<file path="config.mk">
export PLATFORM = sky130hd
export DESIGN_NAME = can_host_dispatch
export DESIGN_NICKNAME = d
export VERILOG_FILES = /design/src/rtl/can_host_dispatch_pkg.sv /design/src/rtl/can_sync_fifo.sv /design/src/rtl/can_host_dispatch.sv
export SDC_FILE = /design/constraint.sdc
export NUM_CORES = 1
export LEC_CHECK = 0
export BUFFER_PORTS_ARGS = -buffer_cell sky130_fd_sc_hd__buf_2
export CAP_MARGIN = 10
export CELL_PAD_IN_SITES_DETAIL_PLACEMENT = 1
export CELL_PAD_IN_SITES_GLOBAL_PLACEMENT = 2
export CORE_ASPECT_RATIO = 0.7
export CORE_MARGIN = 2
export CORE_UTILIZATION = 39
export CTS_CLUSTER_DIAMETER = 150
export DETAILED_ROUTE_END_ITERATION = 8
export PLACE_DENSITY_LB_ADDON = 0.1
export SETUP_SLACK_MARGIN = 0.05
export SLEW_MARGIN = 20
export SYNTH_ARGS = -nofsm -noshare
export SYNTH_HDL_FRONTEND = slang
export SYNTH_HIERARCHICAL = 1
export SYNTH_SLANG_ARGS = --single-unit
</file>
<file path="constraint.sdc">
create_clock -name i_clk -period 29.2 [get_ports i_clk]
set_clock_uncertainty 0.05 [all_clocks]
set_input_delay 5.84 -clock i_clk [delete_from_list [all_inputs] [get_ports i_clk]]
set_output_delay 5.84 -clock i_clk [all_outputs]
set_load 0.02 [all_outputs]
</file>
<file path="src/rtl/can_host_dispatch_pkg.sv">
// Shared defaults, FSM state type and small arithmetic helpers for the CAN host dispatcher.
package can_host_dispatch_pkg;

  localparam int unsigned NODES_DEF     = 4;
  localparam int unsigned DATA_SIZE_DEF = 64;
  localparam int unsigned ID_SIZE_DEF   = 11;

  typedef enum logic {CFG, RUN} disp_state_t;

  function automatic logic [5:0] popcount32(input logic [31:0] v);
    logic [5:0] c;
    c = '0;
    for (int i = 0; i < 32; i++) c = c + {5'b0, v[i]};
    return c;
  endfunction

  function automatic logic [15:0] sat_add16(input logic [15:0] a, input logic [5:0] b);
    logic [16:0] s;
    s = {1'b0, a} + {11'b0, b};
    return s[16] ? 16'hFFFF : s[15:0];
  endfunction

endpackage

</file>
<file path="src/rtl/can_sync_fifo.sv">
// Synchronous FIFO with first-word fall-through read data; DEPTH must be a power of two.
module can_sync_fifo #(
  parameter int unsigned WIDTH = 8,
  parameter int unsigned DEPTH = 4
) (
  input  logic             i_clk,
  input  logic             i_rst,
  input  logic             i_push,
  input  logic [WIDTH-1:0] i_data,
  input  logic             i_pop,
  output logic [WIDTH-1:0] o_data,
  output logic             o_full,
  output logic             o_empty
);

  localparam int unsigned AW = $clog2(DEPTH);

  logic [WIDTH-1:0] r_mem [DEPTH];
  logic [AW-1:0]    r_wr_ptr, r_rd_ptr;
  logic [AW:0]      r_count;
  logic             w_do_push, w_do_pop;

  assign o_full    = (r_count == (AW+1)'(DEPTH));
  assign o_empty   = (r_count == '0);
  assign w_do_push = i_push && !o_full;
  assign w_do_pop  = i_pop && !o_empty;
  assign o_data    = r_mem[r_rd_ptr];

  always_ff @(posedge i_clk or posedge i_rst) begin
    if (i_rst) begin
      r_wr_ptr <= '0;
      r_rd_ptr <= '0;
      r_count  <= '0;
    end else begin
      if (w_do_push) r_wr_ptr <= r_wr_ptr + AW'(1);
      if (w_do_pop)  r_rd_ptr <= r_rd_ptr + AW'(1);
      case ({w_do_push, w_do_pop})
        2'b10:   r_count <= r_count + (AW+1)'(1);
        2'b01:   r_count <= r_count - (AW+1)'(1);
        default: r_count <= r_count;
      endcase
    end
  end

  // Storage needs no reset: pointers and count define what is valid.
  always_ff @(posedge i_clk) begin
    if (w_do_push) r_mem[r_wr_ptr] <= i_data;
  end

endmodule

</file>
<file path="src/rtl/can_host_dispatch.sv">
// Host-side CAN dispatcher: fans FIFO packets out to requesting nodes and
// round-robin collects received node data onto a single downstream stream.
module can_host_dispatch
  import can_host_dispatch_pkg::*;
#(
  parameter int unsigned        NODES     = NODES_DEF,
  parameter int unsigned        DATA_SIZE = DATA_SIZE_DEF,
  parameter int unsigned        ID_SIZE   = ID_SIZE_DEF,
  parameter int unsigned        DEPTH     = 4,
  parameter logic [ID_SIZE-1:0] RETRY_ID  = '0
) (
  input  logic                         i_clk,
  input  logic                         i_rst,
  input  logic                         i_in_valid,
  output logic                         o_in_ready,
  input  logic [DATA_SIZE-1:0]         i_in_packet,
  input  logic                         i_id_load,
  input  logic [NODES*ID_SIZE-1:0]     i_id_table,
  input  logic [NODES-1:0]             i_data_in_req,
  input  logic [NODES-1:0]             i_retransmit,
  input  logic [NODES-1:0]             i_data_out_req,
  input  logic [NODES*DATA_SIZE-1:0]   i_rx_packet,
  output logic [NODES*DATA_SIZE-1:0]   o_in_packet,
  output logic [NODES*ID_SIZE-1:0]     o_tx_id,
  output logic [NODES*ID_SIZE-1:0]     o_rx_id,
  output logic                         o_out_valid,
  input  logic                         i_out_ready,
  output logic [DATA_SIZE-1:0]         o_out_packet,
  output logic [15:0]                  o_retry_count,
  output logic [15:0]                  o_rx_drop_count
);

  localparam int unsigned PW = (NODES > 1) ? $clog2(NODES) : 1;

  disp_state_t                r_state, w_state_next;
  logic [NODES*ID_SIZE-1:0]   r_id_table, r_tx_id;
  logic [NODES*DATA_SIZE-1:0] r_in_packet;
  logic [NODES-1:0]           r_req_pend, w_req_pend_next;
  logic [NODES-1:0]           r_rx_pend, w_rx_pend_next, w_drain_mask, w_drop, w_capture;
  logic [DATA_SIZE-1:0]       r_rx_buf [NODES];
  logic [PW-1:0]              r_rr_ptr, w_grant, w_ptr_next;
  logic                       w_grant_valid, w_load;
  logic                       r_out_valid;
  logic [DATA_SIZE-1:0]       r_out_packet, w_fifo_data;
  logic [15:0]                r_retry_count, r_rx_drop_count;
  logic                       w_push, w_pop, w_full, w_empty, w_dispatch;

  can_sync_fifo #(
    .WIDTH (DATA_SIZE),
    .DEPTH (DEPTH)
  ) u_fifo (
    .i_clk   (i_clk),
    .i_rst   (i_rst),
    .i_push  (w_push),
    .i_data  (i_in_packet),
    .i_pop   (w_pop),
    .o_data  (w_fifo_data),
    .o_full  (w_full),
    .o_empty (w_empty)
  );

  always_ff @(posedge i_clk or posedge i_rst) begin
    if (i_rst) r_state <= CFG;
    else       r_state <= w_state_next;
  end

  always_comb begin
    w_state_next = r_state;
    case (r_state)
      CFG:     if (i_id_load) w_state_next = RUN;
      RUN:     w_state_next = RUN;
      default: w_state_next = CFG;
    endcase
  end

  assign o_in_ready = (r_state == RUN) && !w_full;
  assign w_push     = i_in_valid && o_in_ready;
  // Any retransmit strobe takes priority and stalls dispatch for the cycle.
  assign w_dispatch = (|r_req_pend) && !(|i_retransmit) && !w_empty;
  assign w_pop      = w_dispatch;
  assign w_req_pend_next = w_dispatch ? i_data_in_req : (r_req_pend | i_data_in_req);

  always_ff @(posedge i_clk or posedge i_rst) begin
    if (i_rst) begin
      r_id_table    <= '0;
      r_tx_id       <= '0;
      r_in_packet   <= '0;
      r_req_pend    <= '0;
      r_retry_count <= '0;
    end else begin
      if (i_id_load) r_id_table <= i_id_table;
      r_req_pend    <= w_req_pend_next;
      r_retry_count <= sat_add16(r_retry_count, popcount32(32'(i_retransmit)));
      for (int i = 0; i < NODES; i++) begin
        if (i_retransmit[i]) begin
          r_tx_id[i*ID_SIZE +: ID_SIZE] <= RETRY_ID;
        end else if (w_dispatch && r_req_pend[i]) begin
          r_in_packet[i*DATA_SIZE +: DATA_SIZE] <= w_fifo_data;
          r_tx_id[i*ID_SIZE +: ID_SIZE]         <= r_id_table[i*ID_SIZE +: ID_SIZE];
        end
      end
    end
  end

  // Each transmitter is heard by its ring successor.
  for (genvar g = 0; g < NODES; g++) begin : g_ring
    assign o_rx_id[((g+1)%NODES)*ID_SIZE +: ID_SIZE] = r_tx_id[g*ID_SIZE +: ID_SIZE];
  end

  always_comb begin
    w_grant_valid = 1'b0;
    w_grant       = '0;
    for (int k = 0; k < NODES; k++) begin
      if (!w_grant_valid && r_rx_pend[(int'(r_rr_ptr) + k) % NODES]) begin
        w_grant_valid = 1'b1;
        w_grant       = PW'((int'(r_rr_ptr) + k) % NODES);
      end
    end
  end

  assign w_ptr_next     = (w_grant == PW'(NODES-1)) ? '0 : w_grant + PW'(1);
  assign w_load         = !r_out_valid || i_out_ready;
  assign w_drain_mask   = (w_load && w_grant_valid) ? (NODES'(1) << w_grant) : '0;
  assign w_drop         = i_data_out_req & r_rx_pend & ~w_drain_mask;
  assign w_capture      = i_data_out_req & ~w_drop;
  assign w_rx_pend_next = (r_rx_pend & ~w_drain_mask) | i_data_out_req;

  always_ff @(posedge i_clk or posedge i_rst) begin
    if (i_rst) begin
      r_rx_pend       <= '0;
      r_rr_ptr        <= '0;
      r_out_valid     <= 1'b0;
      r_out_packet    <= '0;
      r_rx_drop_count <= '0;
    end else begin
      r_rx_pend       <= w_rx_pend_next;
      r_rx_drop_count <= sat_add16(r_rx_drop_count, popcount32(32'(w_drop)));
      if (w_load) begin
        if (w_grant_valid) begin
          r_out_valid  <= 1'b1;
          r_out_packet <= r_rx_buf[w_grant];
          r_rr_ptr     <= w_ptr_next;
        end else begin
          r_out_valid <= 1'b0;
        end
      end
    end
  end

  always_ff @(posedge i_clk) begin
    for (int i = 0; i < NODES; i++) begin
      if (w_capture[i]) r_rx_buf[i] <= i_rx_packet[i*DATA_SIZE +: DATA_SIZE];
    end
  end

  assign o_in_packet     = r_in_packet;
  assign o_tx_id         = r_tx_id;
  assign o_out_valid     = r_out_valid;
  assign o_out_packet    = r_out_packet;
  assign o_retry_count   = r_retry_count;
  assign o_rx_drop_count = r_rx_drop_count;

endmodule

</file>
==> results.md, run 1 <==
* Depth of the worst register-to-register path at 16
* Worst min-delay path endpoint: o_tx_id[27]
* Post-synth EDFFs at 512
* Half-perimeter wire length of the detailed placement result at 82700 um
* TritonCTS clock tree: yes
* Worst-path cell with the longest stage delay: nand4_1
* Vias after detailed routing at 25000
* Synthesized area per cell at 13.7 um2
* Nets at 3900
* Combinational share of power at 34.5%
* Post-cts resize count at 0
* Final min period at 8.61 ns
* Net switching power of the design at 0.00197 W
* Nature of the critical path startpoint: input pin
* Area used by sequential logic in the layout at 26900 um2
* Synth area leader: edfxtp_1
* Internal cell power at 0.00314 W
* Number of standard cells after synthesis at 2729
* Worst IR Drop VDD at 0.0830 mV
* Clock group share of total power at 24.2%
* Fin worst setup slack at 20.59 ns
* Routed wire length at 124000 um
* HP Class: flop to flop
* Area share of the largest cell type after synthesis at 41.3%
* Worst slack on hold paths at 0.418 ns
* Core Area at 94300 um2
* Max Freq at 0.116 GHz
* Post-CTS Setup Bufs at 0
* X dimension of the die at 373 um
* Number of levels in the clock H-tree at 3
* Clock transition at the registers of the reported paths at 0.06 ns
* Initial antenna violation count at 47
* Required time of the worst setup path at 29.74 ns
* Post-DR vias/cell at 5.13
* Power density over the cells at 112 nW/um2
* Proportion of power drawn by flip-flops and latches at 41.3%
* Number of storage elements in the synthesis netlist at 971
* Effective utilization at floorplan at 39.5%
* Post-synthesis cell area at 37300 um2
* FF-to-FF Start: r_rx_pend[3]
* Final number of hold-violating endpoints at 0
* Syn nets at 3129
* Critical path capture point type: flop
* Average wire per cell in the routed design at 25.5 um
* Post-layout util at 48.2%
* Largest fanout of any net on the critical path at 13
* Post-route DRC violation count at 0
* TritonCTS sink count at 971
* Chip height at 263 um
* Final total negative setup slack at 0 ns
* Global routing usage summed across all routing layers at 25.0%
* Via count of the first global-routing pass at 26700
* Slowest cell delay on critical path at 0.51 ns
* Part of the cycle the worst path needs at 29.5%
* Top flip-flop cell by instance count after synthesis: edfxtp_1
* Number of slew-limit violations in the final report at 0
* Routability cong. at 0.835
* Layout cell share with drive strength beyond 1 at 31.8%
* Post-cts hold buffer count at 0
* Share of flip-flops with an asynchronous set or reset at 47.3%
* Worst rel slew slack at 27.2%
* Total Power at 0.00511 W
* Root Buffer Master: clkbuf_16
* Most common cell in the netlist: nand2_1
* Max-Cap Viols at 0
* Synth warnings at 6
* Critical Path AT at 9.15 ns
* FF-to-FF End: o_rx_drop_count[6]
* Number of cell rows at 94
* Commonest cells in the synthesized netlist: nand2_1 (856), edfxtp_1 (512), dfrtp_1 (459)
* Register area share after synthesis at 72.1%
* First-pass GRT wire length at 182000 um
* Number of unique standard cell types used by synthesis at 51
* Switching share of power at 38.6%
* Area delta synth->final at 22.1%
* Hold path cells at 2
* Die area at 98100 um2
* First-pass DRT Iterations at 5
* I/O Buffers at 822
* Worst-Skew Late Latency at 0.68 ns
* Measured slew at the worst slew-check pin at 1.09 ns
* Cell types with the largest area share after synthesis: edfxtp_1 (41%), dfrtp_1 (31%), nand2_1 (8.6%), mux4_2 (3.9%), a211oi_1 (2.6%)
* Run status: complete, no violations
* CTS Buf Count at 98
* Multi-input gate area at 9130 um2
* Static leakage at 20.4 nW
* Number of primary I/O pins at 823
* ANT nets after route at 0
* Type of the setup path with the least slack: input pin to flop
* Number of buffers between clock root and the deepest sink at 3
* Crit-path cells: buf_2, inv_1, a21oi_4, nand2_1, nand3_1, fa_1, fa_1, inv_1, fa_1, and4_1, and4_1, nand4_1, o21ai_0
* First DRT Iteration DRCs at 1575
* Flop2flop setup slack at 23.15 ns
* Setup violations, final at 0
* Setup repair after global routing missed its margin: false
* Critical path's most frequent cell: fa_1
* Beginning of the worst hold path: r_id_table[27]
* Fill cell count at 9887
* Largest net degree at the start of global routing at 143
* Global route overflow at 0
* Placement Setup Slack at 19.94 ns
==> cell usage in the layout (no fill, tap or decap), drive strengths merged, types with 68 or more instances in the layout <==
cell	count
a211oi	127
dfrtp	459
buf	855
mux2i	68
clkbuf	134
edfxtp	512
nor2	76
inv	89
nand2	856
a31oi	68
==> power groups by stage <==
stage	clock (W)	combinational (W)	sequential (W)
CTS	0.00127	0.00179	0.00211
global placement	0	0.00174	0.00211
detailed placement	0	0.00178	0.00213
floorplan	0	0.000842	0.00236
global route	0.00132	0.00189	0.00216
finish	0.00124	0.00176	0.00211
==> cell families (layout without fill, tap and decap cells) <==
family	count (synthesis)	in the layout	synth area share, %
fa+ha+maj	19	19	0.779
compound gates	242	242	4.65
flops	971	971	72.1
xor+xnor	25	25	0.588
other cells	0	32	0
mux	178	178	7.08
buf+inv	270	1127	3.68
simple gates	1024	1024	11.1
==> sequential cells by signal, indices dropped and copies added (netlist names), 4 cells and up <==
register         flops
r_req_pend           4
o_in_packet        256
o_rx_drop_count     16
r_rx_buf           256
r_id_table          44
o_out_packet        64
o_retry_count       16
r_rx_pend            4
u_fifo/r_mem       256
o_tx_id             44
==> through the flow <==
stage | cells | area, um2
finish | 4866 | 45500
global route | 4861 | 45500
CTS | 4834 | 45400
detailed placement | 4648 | 42300
global placement | 4647 | 42200
floorplan | 2729 | 37300
==> metal layers <==
metal	routed length, um	up-vias	GRT usage (%)
met5	113	-	0
met4	4300	18	9.77
met3	6810	212	5.80
met2	62700	645	42.4
met1	50200	13000	31.0
li1	-	11100	-
==> worst max-delay path by stage <==
stage | slack [ns] | start | to
6_report | 20.59 | i_out_ready | o_rx_drop_count[6]
5_1_grt | 20.29 | i_out_ready | o_rx_drop_count[6]
4_1_cts | 20.63 | i_out_ready | o_rx_drop_count[10]
3_5_place_dp | 19.94 | i_out_ready | o_rx_drop_count[0]
3_3_place_gp | 19.98 | i_out_ready | o_rx_drop_count[1]
2_1_floorplan | 10.71 | i_rst | o_in_packet[0]
==> final cells by class <==
cell class	count	area share, %
multi-input combinational	1488	20.1
inverter	86	0.729
clock buffer	134	5.91
clock inverter	52	0.960
sequential	971	59.1
antenna	32	0.176
timing repair buffer	855	9.64
tap	1248	3.43
==> worst max-delay path: cells and delay by family <==
kind / cells / cell delay (ns)
adder cells (fa/ha/maj): 3 / 1.17
buffers and inverters: 3 / 0.27
AO/OA/AOI/OAI: 2 / 0.51
AND/OR/NAND/NOR: 5 / 1.35
Power figures use the tool's default switching activity.
==> run 2, diff against run 1 <==
--- a/config.mk
+++ b/config.mk
@@ -11,7 +11,7 @@
 export CELL_PAD_IN_SITES_GLOBAL_PLACEMENT = 2
 export CORE_ASPECT_RATIO = 0.7
 export CORE_MARGIN = 2
-export CORE_UTILIZATION = 39
+export CORE_UTILIZATION = 37
 export CTS_CLUSTER_DIAMETER = 150
 export DETAILED_ROUTE_END_ITERATION = 8
 export PLACE_DENSITY_LB_ADDON = 0.1
==> constraint.sdc (replaced) <==
create_clock -name i_clk -period 7.97 [get_ports i_clk]
set_clock_uncertainty 0.05 [all_clocks]
set_input_delay 1.594 -clock i_clk [delete_from_list [all_inputs] [get_ports i_clk]]
set_output_delay 1.594 -clock i_clk [all_outputs]
set_load 0.02 [all_outputs]
==> run 2 against run 1 <==
Net effect:
- sequential share of layout area is 0.42 points lower
- core utilization down 2.4 points
- largest power group unchanged
- largest cell class unchanged
- clock-buffer cell count up 14
- global-route usage fell by 1.6 points
- via count is 1.8% lower
- final cell count rose by 1.6%
==> results.md, run 2 (synthesis results as in run 1) <==
* Die area at 103000 um2
* Average wire per cell in the routed design at 24.6 um
* Effective utilization at floorplan at 37.3%
* Static leakage at 20.5 nW
* Layout cell share with drive strength beyond 1 at 32.1%
* First-pass DRT Iterations at 5
* Clock group share of total power at 25.5%
* Chip height at 270 um
* Worst rel slew slack at 26.6%
* Run status: complete, no violations
* TritonCTS clock tree: yes
* Nets at 3901
* Finished Layout Cells at 4945
* Switching share of power at 37.9%
* Number of cell rows at 97
* Post-DR vias/cell at 4.96
* Number of buffers between clock root and the deepest sink at 3
* X dimension of the die at 383 um
* TritonCTS sink count at 971
* Post-layout util at 45.9%
* Number of levels in the clock H-tree at 3
* First-pass GRT wire length at 179000 um
* Type of the setup path with the least slack: flop to flop
* I/O Buffers at 822
* Placed Cells at 4735
* Routed wire length at 122000 um
* Critical path capture point type: flop
* Proportion of power drawn by flip-flops and latches at 40.6%
* Area delta synth->final at 22.9%
* Most crowded layer after global routing: met2
* Root Buffer Master: clkbuf_16
* Required time of the worst setup path at 8.52 ns
* ANT nets after route at 0
* Core Area at 99900 um2
* Internal cell power at 0.0117 W
* Max Freq at 0.175 GHz
* Vias after detailed routing at 24500
* Final min period at 5.72 ns
* Routability cong. at 0.802
* Combinational share of power at 33.9%
* Worst IR Drop VDD at 0.257 mV
* Net switching power of the design at 0.00717 W
* Number of slew-limit violations in the final report at 0
* Final number of hold-violating endpoints at 0
* Part of the cycle the worst path needs at 71.8%
* Setup violations, final at 0
* Setup repair after global routing missed its margin: false
* HP Class: flop to flop
* Post-CTS Setup Bufs at 0
* Power density over the cells at 413 nW/um2
* FF-to-FF Start: r_rx_pend[3]
* Clock transition at the registers of the reported paths at 0.06 ns
* Area used by sequential logic in the layout at 26900 um2
* Via count of the first global-routing pass at 26200
* Max-Cap Viols at 0
* Met1 routing resource usage after global routing at 29.1%
* Worst min-delay path endpoint: o_tx_id[27]
* Half-perimeter wire length of the detailed placement result at 83000 um
* Multi-input gate area at 9140 um2
* Hold path cells at 2
* Final total negative setup slack at 0 ns
* Number of primary I/O pins at 823
* Met3 routing resource usage after global routing at 5.70%
* Met2 track utilization from global routing at 38.9%
* Post-cts hold buffer count at 0
* Commonest non-fill, non-tap cell in the layout: nand2_1
* Worst-Skew Late Latency at 0.69 ns
* Post-cts resize count at 0
* Fill cell count at 10400
* First DRT Iteration DRCs at 1392
* FF-to-FF End: o_rx_drop_count[0]
* Global route overflow at 0
* Largest net degree at the start of global routing at 148
* Largest fanout of any net on the critical path at 65
* Measured slew at the worst slew-check pin at 1.10 ns
* Global routing usage summed across all routing layers at 23.4%
* Initial antenna violation count at 41
* Commonest cells after routing, fill and taps aside: nand2_1 (854), buf_2 (821), edfxtp_1 (512)
* Post-route DRC violation count at 0
* Beginning of the worst hold path: r_id_table[27]
* Critical Path AT at 6.27 ns
* Nature of the critical path startpoint: flop
* Flop2flop setup slack at 2.25 ns
* Depth of the worst register-to-register path at 16
* CTS Buf Count at 100
[run 2: routing by layer]
layer  wire [um]  up-vias
met4        4940       16
met1       49300    12600
met5          89        -
met3        6620      221
li1            -    11100
met2       60900      586
[run 2: worst max path at each step]
stage / startpoint / end / slack, ns / cells past startpoint
after floorplan: i_rst / o_in_packet[0] / 0.21 / 1
after global placement: r_rr_ptr[1] / o_rx_drop_count[1] / 2.46 / 16
after detailed placement: r_rr_ptr[1] / o_rx_drop_count[0] / 2.22 / 16
after CTS: r_rx_pend[3] / o_rx_drop_count[0] / 2.14 / 16
after global routing: r_rx_pend[3] / o_rx_drop_count[0] / 1.82 / 16
final: r_rx_pend[3] / o_rx_drop_count[0] / 2.25 / 16
[run 2: power groups by stage]
stage	clock [W]	combinational, W	sequential [W]
3_3_place_gp	0	0.00641	0.00771
6_report	0.00481	0.00642	0.00768
5_1_grt	0.00514	0.00693	0.00787
2_1_floorplan	0	0.00309	0.00863
3_5_place_dp	0	0.00654	0.00778
4_1_cts	0.00493	0.00656	0.00770
[run 2: cell type report]
| class | count | area share (%) |
|---|---|---|
| timing repair buffer | 854 | 9.56 |
| sequential | 971 | 58.6 |
| multi-input combinational | 1488 | 19.9 |
| clock inverter | 38 | 0.940 |
| inverter | 86 | 0.716 |
| tap | 1336 | 3.65 |
| antenna | 24 | 0.131 |
| clock buffer | 148 | 6.41 |
[run 2: critical path, cell delays in order (launching register included)]
cell and delay, ns:
dfrtp_1 0.53, nor2b_1 0.13, o21ai_4 0.12, buf_4 0.63
and3_2 0.32, clkinv_2 0.46, ha_1 0.44, nand2_1 0.10
nand3_1 0.13, fa_1 0.51, fa_1 0.46, inv_1 0.08
fa_1 0.25, and4_1 0.34, and4_1 0.27, nand4_1 0.51
nand2_1 0.26
[run 2: through the flow]
| step | total power [W] | area, um2 | hold WS, ns | worst slack, ns |
|---|---|---|---|---|
| finish | 0.0189 | 45800 | 0.417 | 2.25 |
| global route | 0.0199 | 45800 | 0.444 | 1.82 |
| CTS | 0.0192 | 45700 | 0.419 | 2.14 |
| detailed placement | 0.0143 | 42400 | 0.398 | 2.22 |
| global placement | 0.0141 | 42400 | 0.394 | 2.46 |
| floorplan | 0.0117 | 37300 | 0.378 | 0.213 |
==> run 3, diff against run 2 <==
--- a/config.mk
+++ b/config.mk
@@ -11,7 +11,7 @@
 export CELL_PAD_IN_SITES_GLOBAL_PLACEMENT = 2
 export CORE_ASPECT_RATIO = 0.7
 export CORE_MARGIN = 2
-export CORE_UTILIZATION = 37
+export CORE_UTILIZATION = 33
 export CTS_CLUSTER_DIAMETER = 150
 export DETAILED_ROUTE_END_ITERATION = 8
 export PLACE_DENSITY_LB_ADDON = 0.1
==> constraint.sdc (replaced) <==
create_clock -name i_clk -period 5.2 [get_ports i_clk]
set_clock_uncertainty 0.05 [all_clocks]
set_input_delay 1.04 -clock i_clk [delete_from_list [all_inputs] [get_ports i_clk]]
set_output_delay 1.04 -clock i_clk [all_outputs]
set_load 0.02 [all_outputs]
==> run 3 against run 2 <==
Net effect:
- first-iteration DRC count shrank 1.7%
- combinational power grew 55%
- setup slack lost 1.7 ns
- total power grew 54%
- routed wire length grew 5.1%
- sequential cell count is the same
- sequential power grew 55%
- clock power grew 50%
- critical endpoint is now o_rx_drop_count[1]
- largest power group unchanged
==> results.md, run 3 (synthesis results as in run 1) <==
* Max Freq at 0.215 GHz
* Post-cts hold buffer count at 0
* Part of the cycle the worst path needs at 89.3%
* Core Area at 112000 um2
* Run status: complete, no violations
* Slowest cell delay on critical path at 0.53 ns
* Worst-Skew Late Latency at 0.70 ns
* Worst-path cell with the longest stage delay: nand4_1
* Placement Setup Slack at 0.551 ns
* Via count of the first global-routing pass at 26100
* Crit-path cells: nor2_1, o21ai_4, and3_2, clkinv_2, buf_4, ha_1, nand2_1, nand3_1, fa_1, fa_1, inv_1, fa_1, and4_1, and4_1, nand4_1, nand2b_1
* Number of levels in the clock H-tree at 3
* Global route overflow at 0
* First-pass GRT wire length at 185000 um
* Nature of the critical path startpoint: flop
* Post-DR vias/cell at 4.77
* Initial antenna violation count at 53
* Layout cell share with drive strength beyond 1 at 32.3%
* Setup repair after global routing missed its margin: false
* Number of cell rows at 103
* Max-Cap Viols at 0
* Largest net degree at the start of global routing at 158
* X dimension of the die at 406 um
* Vias after detailed routing at 24600
* Die area at 116000 um2
* Static leakage at 20.5 nW
* Post-cts resize count at 0
* Commonest cells after routing, fill and taps aside: nand2_1 (854), buf_2 (821), edfxtp_1 (512)
* HP Class: input pin to asynchronous set/reset pin
* Number of buffers between clock root and the deepest sink at 3
* Effective utilization at floorplan at 33.2%
* Area delta synth->final at 23.7%
* Routed wire length at 128000 um
* Root Buffer Master: clkbuf_16
* Number of slew-limit violations in the final report at 0
* Critical Path AT at 5.20 ns
* Clock transition at the registers of the reported paths at 0.07 ns
* Nets at 3913
* Critical path's most frequent cell: fa_1
* Post-route DRC violation count at 0
* Post-layout util at 41.0%
* Critical path capture point type: flop
* Half-perimeter wire length of the detailed placement result at 86900 um
* Setup violations, final at 0
* Worst IR Drop VDD at 0.563 mV
* Global routing usage summed across all routing layers at 21.8%
* Fill cell count at 11800
* Average wire per cell in the routed design at 24.9 um
* First-pass DRT Iterations at 5
* Measured slew at the worst slew-check pin at 1.12 ns
* TritonCTS clock tree: yes
* Placed Cells at 4931
* Chip height at 285 um
* TritonCTS sink count at 971
* I/O Buffers at 822
* Number of primary I/O pins at 823
* Type of the setup path with the least slack: flop to flop
* Fin worst setup slack at 0.554 ns
* Commonest non-fill, non-tap cell in the layout: nand2_1
* Final number of hold-violating endpoints at 0
* Power density over the cells at 630 nW/um2
* Largest fanout of any net on the critical path at 17
* First DRT Iteration DRCs at 1369
* Worst rel slew slack at 25.0%
* ANT nets after route at 0
* Worst slack on hold paths at 0.274 ns
* Final min period at 4.65 ns
* Finished Layout Cells at 5150
* Post-CTS Setup Bufs at 0
* FF-to-FF Start: r_rr_ptr[0]
* CTS Buf Count at 102
* Origin of the worst setup path: r_rr_ptr[0]
* Required time of the worst setup path at 5.76 ns
* Routability cong. at 0.829
[run 3: per-layer routing]
layer	vias to the layer above	global-route usage, %	part of all wire [%]
met5	-	0	0.14
met4	30	8.01	3.6
met3	232	4.44	4.8
met2	576	36.3	50
met1	12700	28.1	42
li1	11100	-	-
[run 3: path summary, 6_finish.rpt]
path | to | slack [ns] | cells after the start
max reg2reg | o_rx_drop_count[1] | 0.55 | 16
min reg2reg | o_tx_id[29] | 0.41 | 2
min | u_fifo/r_wr_ptr[0] | 0.27 | 2
max in group asynchronous | o_tx_id[41] | 3.34 | 3
min in group i_clk | o_tx_id[29] | 0.41 | 2
max | o_rx_drop_count[1] | 0.55 | 16
[run 3: worst max-delay path, delay by kind of cell (launching register included)]
kind                       cells  cell delay [ns]
and+or+nand+nor                8             2.08
AOI/OAI and AO/OA              1             0.10
buffers and inverters          3             0.48
DFF                            1             0.43
adders and majority gates      4             1.42
[run 3: area by class of cell]
class / instances / area, um2 / share of cell area (%)
Antenna cell: 26 / 65.1 / 0.141
Clock buffer: 142 / 2840 / 6.17
Clock inverter: 51 / 443 / 0.961
Inverter: 86 / 328 / 0.711
Multi-Input combinational cell: 1488 / 9140 / 19.8
Sequential cell: 971 / 26900 / 58.3
Tap cell: 1522 / 1900 / 4.13
Timing Repair Buffer: 864 / 4520 / 9.80
[run 3: power by group]
part	switching (W)	internal, W	leakage [nW]
Clock	0.00320	0.00400	1.61
Combinational	0.00684	0.00313	8.57
Sequential	0.00126	0.0106	10.3
Total	0.0113	0.0177	20.5
[run 3: metrics by stage]
stage / area [um2] / total power [W] / setup TNS [ns]
global route: 46100 / 0.0306 / 0
CTS: 46000 / 0.0295 / 0
finish: 46100 / 0.0290 / 0
floorplan: 37300 / 0.0180 / -905.40
global placement: 42700 / 0.0219 / 0
detailed placement: 42800 / 0.0222 / 0
